--- src/rtl/spi_sram_pkg.sv ---
// Shared types and default widths for the CPU-to-SPI-SRAM bridge.
package spi_sram_pkg;

    localparam int unsigned MEM_AW_DEF = 24;
    localparam int unsigned CPU_AW_DEF = 16;

    typedef enum logic [1:0] {
        IDLE  = 2'd0,
        ISSUE = 2'd1,
        BUSY  = 2'd2,
        DONE  = 2'd3
    } bridge_state_t;

endpackage

--- src/rtl/bridge_rdcache.sv ---
// Single-entry read cache: tag/valid/data with lookup, fill, write-update and invalidate.
module bridge_rdcache #(
    parameter int unsigned AW = 24,
    parameter bit          EN = 1'b1
) (
    input  logic          clk,
    input  logic          rst_n,
    input  logic          i_en,
    input  logic [AW-1:0] i_lk_addr,
    output logic          o_hit_c,
    output logic [7:0]    o_data,
    input  logic          i_fill,
    input  logic [AW-1:0] i_fill_addr,
    input  logic [7:0]    i_fill_data,
    input  logic          i_upd,
    input  logic [AW-1:0] i_upd_addr,
    input  logic [7:0]    i_upd_data,
    input  logic          i_inv
);

    generate
        if (EN) begin : g_cache
            logic          r_valid;
            logic [AW-1:0] r_tag;
            logic [7:0]    r_data;

            // Entry update: invalidate beats fill, fill beats write-update on a tag match
            always_ff @(posedge clk or negedge rst_n) begin
                if (!rst_n) begin
                    r_valid <= 1'b0;
                    r_tag   <= '0;
                    r_data  <= '0;
                end else if (i_en) begin
                    if (i_inv) begin
                        r_valid <= 1'b0;
                    end else if (i_fill) begin
                        r_valid <= 1'b1;
                        r_tag   <= i_fill_addr;
                        r_data  <= i_fill_data;
                    end else if (i_upd && r_valid && (r_tag == i_upd_addr)) begin
                        r_data  <= i_upd_data;
                    end
                end
            end

            assign o_hit_c = r_valid && (r_tag == i_lk_addr);
            assign o_data  = r_data;
        end else begin : g_nocache
            assign o_hit_c = 1'b0;
            assign o_data  = 8'h00;
        end
    endgenerate

endmodule

--- src/rtl/cpu_sram_bridge.sv ---
// 6502 bus to spi_sram_master bridge: bank extension, posted writes, 1-entry read cache.
module cpu_sram_bridge
    import spi_sram_pkg::*;
#(
    parameter int unsigned CPU_AW   = CPU_AW_DEF,
    parameter int unsigned MEM_AW   = MEM_AW_DEF,
    parameter bit          CACHE_EN = 1'b1
) (
    input  logic                     clk,
    input  logic                     rst_n,
    input  logic                     en,
    input  logic [MEM_AW-CPU_AW-1:0] bank,
    input  logic                     cpu_req,
    input  logic [CPU_AW-1:0]        cpu_addr,
    input  logic                     cpu_we,
    input  logic [7:0]               cpu_do,
    output logic [7:0]               cpu_di,
    output logic                     cpu_rdy,
    input  logic                     mem_ready,
    output logic [MEM_AW-1:0]        mem_addr,
    output logic                     mem_en,
    output logic                     mem_wr,
    output logic [7:0]               mem_wdata,
    input  logic [7:0]               mem_rdata
);

    bridge_state_t       r_state;
    logic                r_q_valid;
    logic [MEM_AW-1:0]   r_q_addr;
    logic                r_q_we;
    logic [7:0]          r_q_wdata;

    logic                w_accept;
    logic [MEM_AW-1:0]   w_cpu_addr;
    logic [MEM_AW-1:0]   w_src_addr;
    logic                w_src_we;
    logic [7:0]          w_src_wdata;
    logic                w_done;
    logic                w_go;
    logic                w_hit;
    logic [7:0]          w_hit_data;
    logic                w_fill;
    logic                w_upd;

    // Request sources: a queued request always takes precedence over the live CPU bus
    assign w_accept    = en && cpu_req && cpu_rdy;
    assign w_cpu_addr  = {bank, cpu_addr};
    assign w_src_addr  = r_q_valid ? r_q_addr  : w_cpu_addr;
    assign w_src_we    = r_q_valid ? r_q_we    : cpu_we;
    assign w_src_wdata = r_q_valid ? r_q_wdata : cpu_do;
    assign w_done      = (r_state == DONE) && mem_ready;
    assign w_go        = ((r_state == IDLE) && w_accept) || (w_done && (r_q_valid || w_accept));
    assign w_fill      = en && w_done && !mem_wr;
    assign w_upd       = w_accept && cpu_we;

    bridge_rdcache #(
        .AW (MEM_AW),
        .EN (CACHE_EN)
    ) u_rdcache (
        .clk         (clk),
        .rst_n       (rst_n),
        .i_en        (en),
        .i_lk_addr   (w_src_addr),
        .o_hit_c     (w_hit),
        .o_data      (w_hit_data),
        .i_fill      (w_fill),
        .i_fill_addr (mem_addr),
        .i_fill_data (mem_rdata),
        .i_upd       (w_upd),
        .i_upd_addr  (w_cpu_addr),
        .i_upd_data  (cpu_do),
        .i_inv       (1'b0)
    );

    // Transaction FSM, request queue and all registered bus outputs
    always_ff @(posedge clk or negedge rst_n) begin
        if (!rst_n) begin
            r_state   <= IDLE;
            r_q_valid <= 1'b0;
            r_q_addr  <= '0;
            r_q_we    <= 1'b0;
            r_q_wdata <= 8'h00;
            cpu_di    <= 8'h00;
            cpu_rdy   <= 1'b1;
            mem_addr  <= '0;
            mem_en    <= 1'b0;
            mem_wr    <= 1'b0;
            mem_wdata <= 8'h00;
        end else if (en) begin
            // A request arriving behind an outstanding write waits in the queue
            if (w_go) begin
                r_q_valid <= 1'b0;
            end else if (w_accept) begin
                r_q_valid <= 1'b1;
                r_q_addr  <= w_cpu_addr;
                r_q_we    <= cpu_we;
                r_q_wdata <= cpu_do;
                cpu_rdy   <= 1'b0;
            end

            case (r_state)
                IDLE: begin
                end
                ISSUE: begin
                    if (mem_ready) begin
                        mem_en  <= 1'b0;
                        r_state <= BUSY;
                    end
                end
                BUSY: begin
                    if (!mem_ready) begin
                        r_state <= DONE;
                    end
                end
                DONE: begin
                    if (mem_ready) begin
                        r_state <= IDLE;
                        if (!mem_wr) begin
                            cpu_di  <= mem_rdata;
                            cpu_rdy <= 1'b1;
                        end
                    end
                end
            endcase

            // Dispatch overrides the plain state advance above
            if (w_go) begin
                if (!w_src_we && w_hit) begin
                    cpu_di  <= w_hit_data;
                    cpu_rdy <= 1'b1;
                    r_state <= IDLE;
                end else begin
                    mem_addr  <= w_src_addr;
                    mem_wr    <= w_src_we;
                    mem_wdata <= w_src_wdata;
                    mem_en    <= 1'b1;
                    cpu_rdy   <= w_src_we;
                    r_state   <= ISSUE;
                end
            end
        end
    end

endmodule

--- config.mk ---
export PLATFORM = sky130hd
export DESIGN_NAME = cpu_sram_bridge
export DESIGN_NICKNAME = d
export VERILOG_FILES = /design/src/rtl/spi_sram_pkg.sv /design/src/rtl/bridge_rdcache.sv /design/src/rtl/cpu_sram_bridge.sv
export SDC_FILE = /design/constraint.sdc
export NUM_CORES = 1
export LEC_CHECK = 0
export BUFFER_PORTS_ARGS = -buffer_cell sky130_fd_sc_hd__buf_2
export CORE_UTILIZATION = 63
export CTS_BUF_LIST = sky130_fd_sc_hd__clkbuf_4
export CTS_CLUSTER_SIZE = 24
export DETAILED_ROUTE_END_ITERATION = 16
export PLACE_DENSITY_LB_ADDON = 0.08
export SYNTH_ARGS = -nofsm -noshare
export SYNTH_HDL_FRONTEND = slang
export SYNTH_SLANG_ARGS = --single-unit
--- constraint.sdc ---
create_clock -name clk -period 4.7 [get_ports clk]
set_input_delay 0.94 -clock clk [delete_from_list [all_inputs] [get_ports clk]]
set_output_delay 0.94 -clock clk [all_outputs]
set_load 0.02 [all_outputs]
==> run metrics <==
worst setup path class flop to flop; diode count 0; I/O pin total 89; clock-pin slew on the worst setup and hold paths 0.17 ns; area taken by multi-input logic gates roughly 2400 sq um; worst reg2reg setup slack 1.19 ns; CP bufs+invs 1; DIE WIDTH 93.4 um; initial drt markers 297; Post-synth EDFFs 0; CP delay by family, top simple AND/OR/NAND/NOR gates; largest net degree at the start of global routing ~70; gr usage total 0.306; max-cap violations 0; most used flip-flop cell after synthesis dfrtp_1; Buffers on Ports 88; Setup Buffers After CTS 0; Syn Nets 542; Worst setup endpoint mem_addr[2]; number of global-route vias before repair 4032; grt ovf 0; Data arrival, critical path 3.88 ns; die area 8730 sq um; worst r2r src r_q_valid; Initial DRT Pass Iterations 5; top post-synthesis cells by area dfrtp_1 53%, nand2_1 9.1%, mux2_2 7.3%; die height 93.4 um; Final ANT Viol Nets 0; first-pass GRT wire length 20100 um; cell with the most instances after synthesis nand2_1; Layout Nets roughly 630; CTS tree yes; setup ws final around 1.2 ns; Power Density 258 nW/um^2; Area Growth Syn to Fin 12.5%; total wire length 12200 um; Mean Syn Cell Area 10.6 sq um; cell taking the most area after synthesis dfrtp_1; area share of the largest cell type after synthesis 0.527; H-tree lvl count 3; Initial Utilization 0.668; run status finished, final reports clean; Detail Placement HPWL 8630 um; layout cell share with drive strength beyond 1 0.267; Worst setup startpoint r_q_valid; CTS-repair resized insts 0; Worst-Margin Slew 1.05 ns; Netlist Area Pre-Place 5270 sq um; max_slew headroom 0.293; clock period minus worst slack 3.51 ns; Final Cycle Share 0.746; CP Data Required Time 5.07 ns; worst skew pair latency 0.46 ns; Setup Slack @ Placement ~1.3 ns; register area about 2800 sq um; Gate Count Post-Synth 496; Setup Viol. Count Final 0; Clock Path Buffers 2; path depth of the worst reg2reg path 8; Hold Path Class flop to flop; fin. max-slew vios 0; CP Max Fanout 65; # hold bufs at CTS 0; Netlist cell types 39; RSZ-0062 raised after global routing no; Post-synth top cells 128 x nand2_1, 111 x dfrtp_1, 37 x xnor2_1, 35 x o21ai_0, 34 x mux2_2; CP Capture Type flop; WL per Instance about 18 um; DRC violations left 0; critical path depth 8; critical-path cell list mux2i_1 -> xnor2_1 -> nor4_1 -> nand4_1 -> o21ai_4 -> buf_4 -> nand2_1 -> o21ai_0; Row Count 32; synthesized flop and latch total approximately 110; root buf cell clkbuf_4; share of flip-flops with an asynchronous set or reset 1.00; reg2reg end mem_addr[2]; CTS Buf Count 9; gp weighted congestion 0.896; vias 4021; CP Launch Type flop; CTS sink count about 110; sequential element share of the synthesized area 0.532; CP peak stage delay ~0.98 ns; Fill cells 582; Setup Total Neg Slack 0 ns; worst-path cell with the longest stage delay dfrtp_2; core area 7890 sq um; VDD IR max between 0.2 and 0.25 mV; initial antenna violation count 0; Hold Vio Cnt, Final 0; Max Freq 285 MHz; Static Leak 3.24 nW; Synth warnings 0; Clock Skew 0.0158 ns; Via density 5.86
-- per-stage QoR --
step	instances	hold WS (ns)	total power, mW	utilization	area [sq um]
2_1_floorplan	496	0.464	0.994	-	5270
3_3_place_gp	670	0.463	1.05	0.733	5780
3_5_place_dp	670	0.472	1.05	0.733	5780
4_1_cts	686	0.496	1.54	0.751	5930
5_1_grt	686	0.524	1.58	0.751	5930
6_report	686	0.494	1.53	0.751	5930
-- flip-flops by register name, summed over array words and instances (netlist names) --
register / cells
u_rdcache.g_cache.r_tag: 24
r_q_wdata: 8
cpu_rdy: 1
mem_wdata: 8
r_q_addr: 24
mem_en: 1
u_rdcache.g_cache.r_valid: 1
mem_wr: 1
cpu_di: 8
r_state: 2
r_q_we: 1
u_rdcache.o_data: 8
mem_addr: 24
r_q_valid: 1
-- kinds of logic (layout without fill, tap and decap cells) --
family / count (synthesis) / count (layout) / share of synthesized area
DFF: 112 / 112 / 0.532
xor gates and xnor gates: 49 / 49 / 0.0815
muxes: 67 / 67 / 0.136
AOI/OAI and AO/OA: 60 / 60 / 0.0694
buffers and inverters: 23 / 111 / 0.0235
and+or+nand+nor: 185 / 185 / 0.157
-- metal layers --
metal,vias up,global-route usage,wire (um)
li1,1863,-,-
met1,1980,0.411,5160
met2,159,0.494,6060
met3,19,0.0748,799
met4,0,0.0897,216
met5,-,0,0
-- tightest hold or removal path: stages (launching register included) --
cell	delay, ns
dfrtp_1	0.39
nand2_1	0.05
nand2_1	0.05
-- worst min-delay path by stage --
stage | start | to | slack [ns] | cells past startpoint
after floorplan | u_rdcache.g_cache.r_valid | u_rdcache.g_cache.r_valid | 0.46 | 1
after detailed placement | mem_wdata[6] | mem_wdata[6] | 0.47 | 2
after global placement | mem_wdata[5] | mem_wdata[5] | 0.46 | 2
after CTS | mem_addr[6] | u_rdcache.g_cache.r_tag[6] | 0.50 | 2
final | mem_addr[6] | u_rdcache.g_cache.r_tag[6] | 0.49 | 2
after global routing | mem_addr[19] | u_rdcache.g_cache.r_tag[19] | 0.52 | 2
-- power by group --
part	switching, mW	internal [mW]
sequential	0	0.964
clock	0.329	0.169
combinational	0.0422	0.0222
total	0.372	1.16
-- area by class of cell --
type / instances / area share
timing repair buffer: 94 / 0.0823
tap: 102 / 0.0215
clock inverter: 7 / 0.0135
clock buffer: 9 / 0.0114
inverter: 1 / 0.000633
sequential: 112 / 0.473
multi-input combinational: 361 / 0.397
-- cells in the final DEF (no fill, tap or decap), drive strengths merged, types with 7 or more instances in the layout --
master / n
nand4: 7
buf: 94
nor4: 15
a221o: 8
mux2: 34
nor2: 20
clkbuf: 9
a31oi: 9
xnor2: 37
xor2: 12
o21ai: 36
dfrtp: 111
nand2: 128
mux2i: 33
No activity file was read; power rests on OpenSTA's default activity.
